==> src/rtl/alu_share_arbiter.sv <==
// Round-robin arbiter that gives two requesters turns on one combinational ALU and returns registered results.
// States: IDLE arbitrate/accept | EXEC drive ALU one cycle | RESP hold response until taken.
module alu_share_arbiter #(
    parameter int                DATA_W = 32,
    parameter int                CTRL_W = 6,
    parameter logic [CTRL_W-1:0] MAX_OP = CTRL_W'(36)
) (
    input  logic              clk,
    input  logic              rst_n,

    input  logic              rq0_valid,
    output logic              rq0_ready,
    input  logic [CTRL_W-1:0] rq0_ctrl,
    input  logic [DATA_W-1:0] rq0_a,
    input  logic [DATA_W-1:0] rq0_b,
    output logic              rs0_valid,
    input  logic              rs0_ready,
    output logic [DATA_W-1:0] rs0_result,
    output logic              rs0_zero,
    output logic              rs0_err,

    input  logic              rq1_valid,
    output logic              rq1_ready,
    input  logic [CTRL_W-1:0] rq1_ctrl,
    input  logic [DATA_W-1:0] rq1_a,
    input  logic [DATA_W-1:0] rq1_b,
    output logic              rs1_valid,
    input  logic              rs1_ready,
    output logic [DATA_W-1:0] rs1_result,
    output logic              rs1_zero,
    output logic              rs1_err,

    output logic [DATA_W-1:0] alu_a,
    output logic [DATA_W-1:0] alu_b,
    output logic [CTRL_W-1:0] alu_control,
    input  logic [DATA_W-1:0] alu_result,
    input  logic              alu_zero,

    output logic              busy,
    output logic              grant_id
);

    localparam logic [CTRL_W-1:0] OP_LUI   = CTRL_W'(33);
    localparam logic [CTRL_W-1:0] OP_AUIPC = CTRL_W'(34);
    localparam logic [CTRL_W-1:0] OP_JAL   = CTRL_W'(35);

    typedef enum logic [1:0] {
        S_IDLE = 2'd0,
        S_EXEC = 2'd1,
        S_RESP = 2'd2
    } state_t;

    state_t            r_state;
    state_t            w_next_state;
    logic              r_ptr;
    logic              r_grant;
    logic [DATA_W-1:0] r_op_a;
    logic [DATA_W-1:0] r_op_b;
    logic [CTRL_W-1:0] r_op_ctrl;
    logic [DATA_W-1:0] r_res [2];
    logic [1:0]        r_zero;
    logic [1:0]        r_err;

    logic              w_win;
    logic              w_any;
    logic              w_accept;
    logic              w_legal;
    logic              w_rs_done;
    logic [1:0]        w_rq_ready;
    logic [1:0]        w_rs_valid;
    logic [CTRL_W-1:0] w_win_ctrl;
    logic [DATA_W-1:0] w_win_a;
    logic [DATA_W-1:0] w_win_b;

    // Pointer only matters on contention; a lone requester always wins.
    assign w_any      = rq0_valid | rq1_valid;
    assign w_win      = (rq0_valid & rq1_valid) ? r_ptr : rq1_valid;
    assign w_win_ctrl = w_win ? rq1_ctrl : rq0_ctrl;
    assign w_win_a    = w_win ? rq1_a    : rq0_a;
    assign w_win_b    = w_win ? rq1_b    : rq0_b;
    assign w_legal    = (w_win_ctrl <= MAX_OP) && (w_win_ctrl != OP_LUI) &&
                        (w_win_ctrl != OP_AUIPC) && (w_win_ctrl != OP_JAL);
    assign w_rs_done  = r_grant ? rs1_ready : rs0_ready;

    always_ff @(posedge clk) begin
        if (!rst_n) begin
            r_state <= S_IDLE;
        end else begin
            r_state <= w_next_state;
        end
    end

    always_comb begin
        w_next_state = r_state;
        w_rq_ready   = 2'b00;
        w_rs_valid   = 2'b00;
        w_accept     = 1'b0;
        case (r_state)
            S_IDLE: begin
                if (w_any && rst_n) begin
                    w_rq_ready[w_win] = 1'b1;
                    w_accept          = 1'b1;
                    w_next_state      = w_legal ? S_EXEC : S_RESP;
                end
            end
            S_EXEC: begin
                w_next_state = S_RESP;
            end
            S_RESP: begin
                w_rs_valid[r_grant] = 1'b1;
                if (w_rs_done) begin
                    w_next_state = S_IDLE;
                end
            end
            default: begin
                w_next_state = S_IDLE;
            end
        endcase
    end

    // Illegal ops never reach the ALU pins, so the operand registers load only on legal accepts.
    always_ff @(posedge clk) begin
        if (!rst_n) begin
            r_ptr     <= 1'b0;
            r_grant   <= 1'b0;
            r_op_a    <= '0;
            r_op_b    <= '0;
            r_op_ctrl <= '0;
            r_res[0]  <= '0;
            r_res[1]  <= '0;
            r_zero    <= 2'b00;
            r_err     <= 2'b00;
        end else begin
            if (w_accept) begin
                r_grant <= w_win;
                if (w_legal) begin
                    r_op_a    <= w_win_a;
                    r_op_b    <= w_win_b;
                    r_op_ctrl <= w_win_ctrl;
                end else begin
                    r_res[w_win]  <= '0;
                    r_zero[w_win] <= 1'b0;
                    r_err[w_win]  <= 1'b1;
                end
            end
            if (r_state == S_EXEC) begin
                r_res[r_grant]  <= alu_result;
                r_zero[r_grant] <= alu_zero;
                r_err[r_grant]  <= 1'b0;
            end
            if ((r_state == S_RESP) && w_rs_done) begin
                r_ptr <= ~r_grant;
            end
        end
    end

    assign rq0_ready   = w_rq_ready[0];
    assign rq1_ready   = w_rq_ready[1];
    assign rs0_valid   = w_rs_valid[0];
    assign rs1_valid   = w_rs_valid[1];
    assign rs0_result  = r_res[0];
    assign rs1_result  = r_res[1];
    assign rs0_zero    = r_zero[0];
    assign rs1_zero    = r_zero[1];
    assign rs0_err     = r_err[0];
    assign rs1_err     = r_err[1];
    assign alu_a       = r_op_a;
    assign alu_b       = r_op_b;
    assign alu_control = r_op_ctrl;
    assign busy        = (r_state != S_IDLE);
    assign grant_id    = r_grant;

endmodule

==> config.mk <==
export PLATFORM = sky130hd
export DESIGN_NAME = alu_share_arbiter
export DESIGN_NICKNAME = d
export VERILOG_FILES = /design/src/rtl/alu_share_arbiter.sv
export SDC_FILE = /design/constraint.sdc
export NUM_CORES = 1
export LEC_CHECK = 0
export BUFFER_PORTS_ARGS = -buffer_cell sky130_fd_sc_hd__buf_4
export CAP_MARGIN = 20
export CELL_PAD_IN_SITES_DETAIL_PLACEMENT = 0
export CELL_PAD_IN_SITES_GLOBAL_PLACEMENT = 1
export CORE_MARGIN = 8
export CORE_UTILIZATION = 35
export CTS_BUF_LIST = sky130_fd_sc_hd__clkbuf_4
export DETAILED_ROUTE_END_ITERATION = 10
export PLACE_DENSITY = 0.89
export SETUP_SLACK_MARGIN = 0.05
export SYNTH_ARGS = -nofsm -noshare
export SYNTH_HDL_FRONTEND = slang
export SYNTH_SLANG_ARGS = --single-unit
==> constraint.sdc <==
create_clock -name clk -period 3.35 [get_ports clk]
set_clock_uncertainty 0.2 [all_clocks]
set_input_delay 0.67 -clock clk [delete_from_list [all_inputs] [get_ports clk]]
set_output_delay 0.67 -clock clk [all_outputs]
set_load 0.03 [all_outputs]
* After elaboration in Yosys (flattened, before gate mapping)
Memories as Yosys holds them, arrays and structs flattened.
Cells that the tools add are included.
** Cells by class
- Add/sub/neg operators :: 0
- Shifts and indexed selects :: 0
- Divide/modulo/power cells :: 0
- Reductions and logical operators :: 13
- Bitwise logic cells :: 8
- Magnitude comparators :: 5
- Mux-type cells :: 41
- Equal/unequal tests :: 7
- Multipliers :: 0
** Operator list (number)
- 2-to-1 mux 32 bit :: 4
- OR reduction 32 bit :: 2
- 2-to-1 mux 2 bit :: 14
- 2-to-1 mux 1 bit :: 18
- inequality test 6 bit (second input constant) :: 3
- logical AND 1 bit :: 7
- less-or-equal comparator 6 bit (second input constant) :: 1
- 2-to-1 mux 6 bit :: 1
- one-hot mux 2 bit (3 select lines) :: 1
- AND 2 bit :: 2
- < comparator 1 x 2 -> 1 bit (second input constant) :: 2
- inequality test 2 bit (second input constant) :: 2
- inverter 2 bit :: 2
- AND reduction 2 bit :: 2
- bitwise mux 2 bit :: 1
- demux 1 bit (select 1 bit) :: 2
- equality test 2 x 1 -> 1 bit (second input constant) :: 1
- equality test 2 bit (second input constant) :: 1
- >= comparator 1 bit (second input constant) :: 2
- logical NOT 2 bit :: 1
- OR 2 bit :: 1
- nonzero test 2 bit :: 1
- AND 1 bit :: 1
- inverter 1 bit :: 1
- OR 1 bit :: 1
** Storage, ports and cells
- Output and inout port bits :: 144
- Memories kept :: 1
- Input bits :: 179
- RAM bits :: 64
- Word-level logic and storage cells :: 83
- Register bits after elaboration :: 78
- Latch bits :: 0
- Bits in read-only memories :: 0
** Memories
- r_res :: words 2, bits a word 32, rd ports 2, clocked after memory_dff 0, wr ports 2, RTL line 60 : logic [DATA_W-1:0] r_res [2];

* Depth between registers and ports, before layout
- Depth in word-level cells :: 14
- Gate-level depth with buffers :: 7
- Depth with buffers taken out :: 4

* Worst setup path before layout
Ideal clock, no wire load.
- Kind :: input-to-reg
- Start point :: input rq0_valid
- End point :: memory r_res[0][0] (enable)
- Setup time :: 394 ps
- Buffers on the path :: 1
- Slack :: 554 ps
- Data required time :: 2756 ps
- Arrival time :: 2202 ps
- Stages :: 5
- Path through :: nand2b_1 buf_4 a211oi_1 nor2b_1 nand2b_1
** RTL lines
- start: declaration :: RTL line 11 : input logic rq0_valid,
- end: declaration :: RTL line 60

* Worst setup path in the final report
- Start point :: register r_ptr
- End point :: output rq1_ready
** On the way
- Cells in the longest elaborated chain, start to end :: 7
- Elaborated cells on any way between the ends :: 8
- Those cells by class :: order compare: 2; mux: 5; reduce/logical: 1
** Ends and longest elaborated chain
- start: declaration :: RTL line 55 : logic r_ptr;
- start signal: assignment :: RTL line 152 : r_ptr <= ~r_grant;
- 2-to-1 mux 1 bit (*) :: RTL line 77 : assign w_win = (rq0_valid & rq1_valid) ? r_ptr : rq1_valid;
- < comparator 1 x 2 -> 1 bit (not written as such) or >= comparator 1 bit (tied branches) :: RTL line 101 : w_rq_ready[w_win] = 1'b1;
- logical AND 1 bit (not written as such) :: RTL line 101
- 2-to-1 mux 1 bit (not written as such) :: RTL line 101
- demux 1 bit (select 1 bit) (*) :: RTL line 101
- 2-to-1 mux 2 bit (*) :: RTL line 100 : if (w_any && rst_n) begin
- 2-to-1 mux 2 bit (*) :: RTL line 98 : case (r_state)
- end: declaration :: RTL line 23 : output logic rq1_ready,
Every way passes the cells marked *; elsewhere a longest branch is shown, timed or not.

==> metrics.txt <==
Worst Tran Pin Value 0.713 ns; hold_sp alu_zero; placed cell areas between 8000 and 9000 um^2; # clock sinks 142; Netlist cell types 37; Max VDD drop 0.181 mV; post-cts resize count 0; Detail Placement HPWL about 14 mm; All-Layer GR Usage 0.156; number of failing hold endpoints at the final stage 0; root buffer cell clkbuf_4; Hold Crit Class input pin to register; Num CTS Buffers 17; Buffers on Ports 322; Max Freq a little under 400 MHz; Post CTS Setup Buffer Count 0; unrepaired setup endpoints after global routing no; Vias 4828; die area 22100 um^2; Longest Clk Path Bufs 2; Worst Path Max Fanout 5; CP Launch Type register; Critical Path Source r_ptr$_SDFFE_PN0P_; Worst R2R Setup Slack 0.95 ns; DRC 0; antenna-violating nets left 0; grt ovf 0; Hold Path Cell Cnt 3; Post-CTS Hold Buffers 0; layout cells sized above 1 0.446; clock share of power 0.236; vias in the first global route 5007; WS Path Type register to primary output; Worst R2R Path Depth 5; area delta synth->final 45.0%; register bit total from synthesis 142; Setup crit end kind primary output; Layout Nets between 1000 and 1500; max cap viols 0; first-pass GRT wire length roughly 27 mm; min cycle time layout 2.53 ns; core area 17200 um^2; Initial Util 0.358; Inst Count DP slightly above 1000; Worst R2R End r_res[0][7]$_SDFFCE_PN0P_; die height 149 um; Leakage Power 4.66 nW; TritonRoute pass-1 iters 6; Vias/cell around 4.6; setup TNS 0 ns; H-tree levels 4; Gate power share 0.278; boundary pin count about 320; CP required 2.48 ns; clock-pin slew on the worst setup and hold paths 0.12 ns; endpoints failing setup 0; fin crit share 0.757; FF-to-FF Start r_ptr$_SDFFE_PN0P_; Syn Std Cell Area 6170 um^2; largest net degree at the start of global routing 44; WHS Endpoint r_zero[0]$_SDFF_PN0_; Warnings, synthesis 0; initial antenna violation count 1; Tot Pwr around 0.0042 W; fin. max-slew vios 0; Net Count, Synth 683; drt initial violations 123; sequential share of power 0.487; row cnt 48; gpl congestion 0.738; post-synthesis sequential area ratio 0.565; P_int 0.00280 W; Clock Latency Late Sink approximately 0.53 ns; Avg WL per Cell ~17 um; final wirelength 17.8 mm; Die Wd 149 um; outcome finished, final reports clean; Synth Instances 504; switching power share of the total 0.339; P_sw 0.00143 W; Power Dens Cells 473 nW/um^2; CTS tree built; WP data arrival approximately 1.7 ns; Post-Route Utilization 0.519; final instance area 8940 um^2; max_slew headroom 0.525; Non-Filler Instances 1061; post-synthesis area per instance 12.2 um^2
## stage by stage
stage	setup WS [ns]	hold slack (ns)
after floorplan	0.554	0.364
after global placement	0.667	0.247
after detailed placement	0.597	0.254
after CTS	0.734	0.0826
after global routing	0.631	0.108
final	0.815	0.151
## state kept, by name, indices dropped and copies added, names as in the netlist
register     cells
r_res           64
alu_b           32
r_err            2
r_ptr            1
alu_a           32
r_zero           2
r_state          2
grant_id         1
alu_control      6
## cells in the final DEF, fill, tap and decap left out, drive strengths merged, types with 2 or more instances in the layout
cell      netlist  final
a21oi           5      5
and2           66     66
buf            12    333
clkbuf         22     17
clkinv          0      2
clkinvlp        0      5
dfxtp          78     78
edfxtp         64     64
inv             5     13
mux2i         139    139
nand2          78     78
nand2b          3      3
nor2            4      4
nor2b           6      6
nor4            2      2
o21ai           2      2
o2bb2ai         2      2
## worst max path at each step
stage / to / cells after the start / slack (ns)
after floorplan: r_res[0][0]$_SDFFCE_PN0P_ / 5 / 0.55
after global placement: r_res[0][30]$_SDFFCE_PN0P_ / 6 / 0.67
after detailed placement: r_res[0][30]$_SDFFCE_PN0P_ / 6 / 0.60
after CTS: rq1_ready / 3 / 0.73
after global routing: rq1_ready / 3 / 0.63
final: rq1_ready / 3 / 0.82
## routing by layer
metal / share of wire / up-vias / routed length (um) / global-route usage
met5: 0 / - / 0 / 0
li1: - / 2385 / - / -
met1: 0.39 / 2192 / 7010 / 0.172
met2: 0.48 / 233 / 8530 / 0.263
met4: 0.010 / 0 / 185 / 0.0409
met3: 0.12 / 18 / 2110 / 0.0752
## critical path, cell delays in order (launching register included)
cell and delay [ns]:
dfxtp_1 0.41, nand2b_1 0.26, and4_1 0.28, buf_4 0.18
## area by class of cell
| type | count | area [um^2] |
|---|---|---|
| Antenna cell | 1 | 2.50 |
| Clock buffer | 17 | 128 |
| Clock inverter | 15 | 123 |
| Fill cell | 1567 | 8290 |
| Inverter | 5 | 18.8 |
| Multi-Input combinational cell | 323 | 2410 |
| Sequential cell | 142 | 3480 |
| Tap cell | 225 | 282 |
| Timing Repair Buffer | 333 | 2500 |
## kinds of logic (layout without fill, tap and decap cells)
family                 after synthesis  in the layout  share of synthesized area
AND/OR/NAND/NOR                    167            167                      0.145
buffers and inverters               39            370                     0.0456
multiplexers                       139            139                      0.226
AO/OA/AOI/OAI                       17             17                     0.0193
flip-flops                         142            142                      0.565
other                                0              1                          0
## synth_stat cells
master,count,area (um^2)
nor3_2,1,10.0
nor2b_1,6,37.5
nand2_1,77,289
o2bb2ai_1,2,17.5
or3_1,1,6.26
a211oi_1,1,7.51
inv_1,5,18.8
and3_1,1,6.26
a21oi_1,5,25.0
buf_12,7,140
nand2_4,1,11.3
nand3b_4,1,20.0
clkbuf_1,22,82.6
nor2_2,1,6.26
nand3_1,1,5.00
o31ai_1,1,7.51
edfxtp_1,64,1920
and2_1,66,413
nor2_1,3,11.3
o221a_2,1,11.3
buf_2,2,10.0
a32o_1,1,10.0
buf_6,2,22.5
nor4_2,1,12.5
o41ai_1,1,8.76
nor4_4,1,21.3
o21ai_0,2,10.0
nand2b_1,3,18.8
and2b_1,1,7.51
and3b_1,1,8.76
and4_1,1,8.76
dfxtp_1,78,1560
a31oi_1,1,6.26
a21boi_0,1,7.51
mux2i_1,139,1390
buf_4,1,7.51
o21a_1,1,7.51
## power by group through the flow
stage	clock [W]	combinational (W)	sequential (W)
after global placement	0	0.00118	0.00209
after CTS	0.00103	0.00119	0.00206
after floorplan	0	0.000377	0.00241
after global routing	0.00111	0.00125	0.00208
final	0.000996	0.00117	0.00206
after detailed placement	0	0.00119	0.00210
Note: power is estimated with default switching activity, not from simulation.
